`src/rtl/axis_out_serializer.sv`:
```
// axis_out_serializer: splits wide AXI-Stream result beats into narrower slices,
// least-significant slice first, and counts completed packets.
module axis_out_serializer #(
    parameter int IN_WIDTH  = 128,
    parameter int OUT_WIDTH = 64,
    parameter int CNT_WIDTH = 16
) (
    input  logic                 aclk,
    input  logic                 areset,
    input  logic [IN_WIDTH-1:0]  s_axis_tdata,
    input  logic                 s_axis_tvalid,
    input  logic                 s_axis_tlast,
    output logic                 s_axis_tready,
    output logic [OUT_WIDTH-1:0] m_axis_tdata,
    output logic                 m_axis_tvalid,
    output logic                 m_axis_tlast,
    input  logic                 m_axis_tready,
    output logic [CNT_WIDTH-1:0] pkt_count,
    output logic                 busy
);
    localparam int RATIO = IN_WIDTH / OUT_WIDTH;
    localparam int IW    = RATIO > 1 ? $clog2(RATIO) : 1;

    typedef enum logic {EMPTY, SEND} state_t;

    state_t               state_q, state_d;
    logic [IN_WIDTH-1:0]  data_q, data_d;
    logic                 last_q, last_d;
    logic [IW-1:0]        idx_q, idx_d;
    logic [CNT_WIDTH-1:0] cnt_q, cnt_d;
    logic                 hold_valid, last_idx, load, m_xfer;

    assign hold_valid    = state_q == SEND;
    assign last_idx      = idx_q == IW'(RATIO - 1);
    // Ready is forced low during reset so no beat can be taken while state is cleared.
    assign s_axis_tready = !areset && (!hold_valid || (last_idx && m_axis_tready));
    assign load          = s_axis_tvalid && s_axis_tready;
    assign m_xfer        = hold_valid && m_axis_tready;
    assign m_axis_tvalid = hold_valid;
    assign m_axis_tdata  = data_q[idx_q*OUT_WIDTH +: OUT_WIDTH];
    assign m_axis_tlast  = hold_valid && last_q && last_idx;
    assign pkt_count     = cnt_q;
    assign busy          = hold_valid;

    always_comb begin
        state_d = state_q;
        data_d  = data_q;
        last_d  = last_q;
        idx_d   = idx_q;
        cnt_d   = cnt_q + CNT_WIDTH'(m_xfer && m_axis_tlast);
        // A load coincident with the final slice wins, giving zero-bubble streaming.
        if (load) begin
            state_d = SEND;
            data_d  = s_axis_tdata;
            last_d  = s_axis_tlast;
            idx_d   = '0;
        end else if (m_xfer) begin
            state_d = last_idx ? EMPTY : SEND;
            idx_d   = last_idx ? '0 : idx_q + IW'(1);
        end
    end

    always_ff @(posedge aclk or posedge areset) begin
        if (areset) begin
            state_q <= EMPTY;
            data_q  <= '0;
            last_q  <= 1'b0;
            idx_q   <= '0;
            cnt_q   <= '0;
        end else begin
            state_q <= state_d;
            data_q  <= data_d;
            last_q  <= last_d;
            idx_q   <= idx_d;
            cnt_q   <= cnt_d;
        end
    end
endmodule
```
`config.mk`:
```
export PLATFORM = sky130hd
export DESIGN_NAME = axis_out_serializer
export DESIGN_NICKNAME = d
export VERILOG_FILES = /design/src/rtl/axis_out_serializer.sv
export SDC_FILE = /design/constraint.sdc
export NUM_CORES = 1
export LEC_CHECK = 0
export BUFFER_PORTS_ARGS = -buffer_cell sky130_fd_sc_hd__buf_4
export CAP_MARGIN = 20
export CORE_UTILIZATION = 54
export DETAILED_ROUTE_END_ITERATION = 10
export PLACE_DENSITY = 0.95
export SYNTH_ARGS = -nofsm -noshare
export SYNTH_HDL_FRONTEND = slang
export SYNTH_SLANG_ARGS = --single-unit
```
`constraint.sdc`:
```
create_clock -name aclk -period 11.1 [get_ports aclk]
set_clock_uncertainty 0.05 [all_clocks]
set_input_delay 0.555 -clock aclk [delete_from_list [all_inputs] [get_ports aclk]]
set_output_delay 0.555 -clock aclk [all_outputs]
set_load 0.02 [all_outputs]
```
Word level (Yosys, flattened, before mapping)

Index checks and enable logic that the tools add are counted.

Bits in writable memories: 0
Word-level logic and storage cells: 25
Input port bits: 133
Memory bits (read-only): 0
Register bits after elaboration: 147
Latch bits: 0
Output and inout port bits: 84
Memories kept: 0

Shifts and indexed selects: 1
Divide/modulo/power cells: 0
Equality and inequality tests: 0
$add $sub $neg: 2
Multiply operators: 0
Magnitude comparators: 0
Reduce and logical (&&, ||, !) cells: 11
Bitwise logic cells: 0
Muxes and demuxes: 6

Operators with widths:

| kind                  | number |
|---|---|
| $shiftx A128 B8 Y64   | 1 |
| $add A16 B1 Y16       | 1 |
| $logic_and A1 B1 Y1   | 7 |
| $mux W1               | 6 |
| $logic_not A1 Y1      | 2 |
| $reduce_bool A2 Y1    | 1 |
| $add A1 B1 Y1 const B | 1 |
| $logic_or A1 B1 Y1    | 1 |

Longest topological paths before layout

Depth after elaboration: 5
Mapped depth: 8
Mapped depth without buffers: 7

Worst setup path after synthesis

No wires, ideal clock.

Path type: register to register
From: reg idx_q
To: reg cnt_q[13] (netlist: pkt_count[13])
Period minus slack after synthesis: 2,097 ps
Arrival: 1,967 ps
Path slack: 9,003 ps
Stages on the path, launching flop included: 8
Setup time: 80 ps
Cells stage by stage: dfrtp_1 -> buf_1 -> and3_1 -> and2_1 -> ha_1 -> nand3_1 -> nor4_1 -> xor2_1

Longest elaborated chain between the ends: 3

Ends and longest elaborated chain:

| item                   | line | source |
|---|---|---|
| start, declared        | 29   | `logic [IW-1:0] idx_q, idx_d;` |
| start signal, assigned | 74   | `idx_q <= idx_d;` |
| $logic_and A1 B1 Y1    | 41   | `assign m_axis_tlast = hold_valid && last_q && last_idx;` |
| net m_axis_tlast       | 16   | `output logic m_axis_tlast,` |
| $logic_and A1 B1 Y1    | 50   | `cnt_d = cnt_q + CNT_WIDTH'(m_xfer && m_axis_tlast);` |
| $add A16 B1 Y16        | 50   |  |
| net cnt_d[13]          | 30   | `logic [CNT_WIDTH-1:0] cnt_q, cnt_d;` |
| end signal, assigned   | 75   | `cnt_q <= cnt_d;` |
| end, declared          | 30   |  |

The timed path passes the listed nets, and every way through them passes these cells.
A chain may end at the register's enable or synchronous reset.

Final worst setup path

From: reg idx_q
To: reg data_q[43]

Longest elaborated chain between the ends: 4

Ends and longest elaborated chain:

| item                 | line | source |
|---|---|---|
| $logic_and A1 B1 Y1  | 36   | `assign s_axis_tready = !areset && (!hold_valid \|\| (last_idx && m_axis_tready));` |
| $logic_or A1 B1 Y1   | 36   |  |
| $logic_and A1 B1 Y1  | 36   |  |
| $logic_and A1 B1 Y1  | 37   | `assign load = s_axis_tvalid && s_axis_tready;` |
| end signal, assigned | 72   | `data_q <= data_d;` |
| end, declared        | 27   | `logic [IN_WIDTH-1:0] data_q, data_d;` |

Every way passes these cells.

==> reports/qor.csv <==
stage,metric,value,unit
synthesis,syn_nets,549,
floorplan,core_area,11420,um^2
detailed_routing,drt-initial-drc-count,201,
detailed_routing,vias,4160,
synthesis,ys_seq_elements,147,
clock_network,clk_pin_slew_worst_paths,0.05,ns
detailed_routing,drc,0,
power_and_ir_drop,leakagePower,4.045,nW
synthesis,yosysWarnings,0,
critical_path,end_kind,flip-flop,
clock_network,clockBufferDepth,2,
cells_and_area,fin_nets,767,
sta,slew_headroom,25.39,%
detailed_routing,drt-met1-wl,5470,um
synthesis,ys_types,21,
clock_network,cts_tree,yes,
synthesis,synth_top_area_share,58.16,%
critical_path,reg2reg_depth,5,
synthesis,synth-compound-area-share,0.1187,%
floorplan,dieArea,12150,um^2
sta,fin_crit_sh,28.20,%
critical_path,critPathMaxFanout,88,
clock_network,cts_buffers,17,
grt,overflow,0,
floorplan,start_util,55.39,%
detailed_routing,top_layer,met4,
detailed_routing,wl_per_cell,18.25,um
critical_path,cp.arrival,3.36,ns
synthesis,synth-seq-area-share,58.16,%
synthesis,syn-cell-area,6325,um^2
cells_and_area,mostFrequentLayoutCells,"buf_4, dfrtp_1, mux2_2, mux2_1, clkbuf_16",
power_and_ir_drop,pwr_density_cell,297.5,nW/um^2
critical_path,path_class,reg2reg,
sta,finalCriticalPeriod,3.130,ns
cells_and_area,fill_cells,731,
detailed_routing,postRouteAntennaNets,0,
place,portBuffers,216,
power_and_ir_drop,vdd_ir_drop_max,0.2023,mV
cells_and_area,final_cells,786,
clock_network,clk_latency,0.40,ns
grt,grt_antenna_before_repair,0,
critical_path,required,11.33,ns
sta,tightest_slew,1.119,ns
cells_and_area,areaGrowthSynthToFinish,36.00,%
grt,grt_use_total,24.66,%
synthesis,synth_top_family_by_area,multiplexers,
worst_hold_path,hp-class,in2async,
clock_network,cts_hold_buffers,0,
clock_network,cts-htree-levels,4,
clock_network,cts-root-buf,clkbuf_16,
sta,setup_viol,0,
detailed_routing,route.met2.wl,7687,um
floorplan,die_height,110.2,um
synthesis,syn_avg_cell_area,15.28,um^2
clock_network,cts_setup_buffers,0,
sta,hold_viol,0,
synthesis,synth.area.mux_share,34.36,%
cells_and_area,antennaDiodeCount,0,
floorplan,rows,39,
synthesis,synthAdderAreaFrac,0.3956,%
sta,fmax,319.4,MHz
place,dpl.hpwl,9936,um
sta,drv_slew,0,
cells_and_area,drive_above_1_share,55.68,%
power_and_ir_drop,p_total,0.002559,W
detailed_routing,met3_length,846,um
floorplan,die_w,110.2,um
detailed_routing,routed_wl,14350,um
detailed_routing,via_per_inst,5.293,
grt,grt_max_degree,91,
sta,whs,0.1630,ns
synthesis,synth_top_cell_by_area,dfrtp_1,
grt,grt_pass1_vias,4450,
synthesis,synth_area_leaders,"dfrtp_1, mux2_2, mux2_1, xor2_1, buf_4",
sta,fin_tns_setup,0,ns
grt,grt_pass1_wl,22110,um
synthesis,synthCells,414,
critical_path,critPathLaunchType,flip-flop,
place,dp_cells,755,
detailed_routing,dr.pass1.iters,4,
floorplan,io_pins,217,
run,maxCapViolCount,0,
clock_network,cts_sinks,147,
synthesis,synthSimpleGateAreaFrac,2.591,%
clock_network,cts_resized,0,
sta,rsz0062_at_grt,no,
place,gp_congestion,0.7948,
synthesis,synth_xor_area_share,2.077,%
status,status,finished clean,
cells_and_area,final_common_cell,buf_4,
==> cell families after synthesis <==
logic type	after synthesis
multiplexers	193
buffers and inverters	25
XOR/XNOR	15
adder cells (fa/ha/maj)	2
flip-flops	147
AND/OR/NAND/NOR	31
AO/OA/AOI/OAI	1
==> cells in the mapped netlist <==
cell	n
a21boi_1	1
and2_1	1
and3_1	1
buf_1	3
buf_2	8
buf_4	11
dfrtp_1	147
ha_1	2
inv_1	3
mux2_1	88
mux2_2	105
nand2_1	5
nand3_1	6
nand4_1	3
nor2_1	5
nor3_1	3
nor3b_2	1
nor4_1	5
or2_2	1
xnor2_1	4
xor2_1	11
==> power by group <==
part	internal, W	switching, W	total (W)	leakage, nW
clock network	0.000317	0.000202	0.000519	0.275
registers	0.000786	0.000126	0.000911	1.75
logic	0.000586	0.000543	0.00113	2.02
total	0.00169	0.000870	0.00256	4.05
==> metal layers <==
metal / track usage, % / up-vias
met5: 0 / -
met4: 10.15 / 0
met3: 7.937 / 17
met2: 44.11 / 150
met1: 26.97 / 2093
li1: - / 1900
==> state kept, by name (all words and copies together), names as in the netlist <==
name	flops
pkt_count	16
busy	1
data_q	128
idx_q	1
last_q	1
==> worst max-delay path: stages (launching register included) <==
cell	delay, ns
dfrtp_2	0.34
buf_4	0.71
a21boi_1	0.28
nor3b_4	0.25
buf_4	0.87
mux2_2	0.43
==> layout make-up <==
cell class / instances / area (um^2) / share of cell area (%)
inverters: 3 / 16.27 / 0.1891
flip-flops and latches: 147 / 3680 / 42.78
multi-input cells: 242 / 2507 / 29.15
well taps: 143 / 178.9 / 2.080
clock buffers: 25 / 515.5 / 5.993
repair buffers: 221 / 1679 / 19.52
clock inverters: 5 / 25.02 / 0.2909
==> final timing paths <==
check                                       startpoint                       to  slack (ns)
worst max-delay path                 idx_q$_DFFE_PP0P_   data_q[43]$_DFFE_PP0P_        7.97
min in group aclk                     s_axis_tdata[47]   data_q[47]$_DFFE_PP0P_        0.31
worst max register to register       idx_q$_DFFE_PP0P_   data_q[43]$_DFFE_PP0P_        7.97
worst min register to register  data_q[93]$_DFFE_PP0P_   data_q[93]$_DFFE_PP0P_        0.43
worst min-delay path                            areset         busy$_DFFE_PP0P_        0.16
max in group asynchronous                       areset  data_q[106]$_DFFE_PP0P_        9.69
==> per-stage QoR <==
stage	util, %	area, um^2	worst slack, ns
finish	75.33	8602	7.970
global route	75.33	8602	7.848
CTS	75.09	8574	7.977
detailed placement	70.36	8034	7.987
global placement	70.36	8034	8.092
floorplan	-	6325	6.544
No activity file was read; power rests on OpenSTA's default activity.
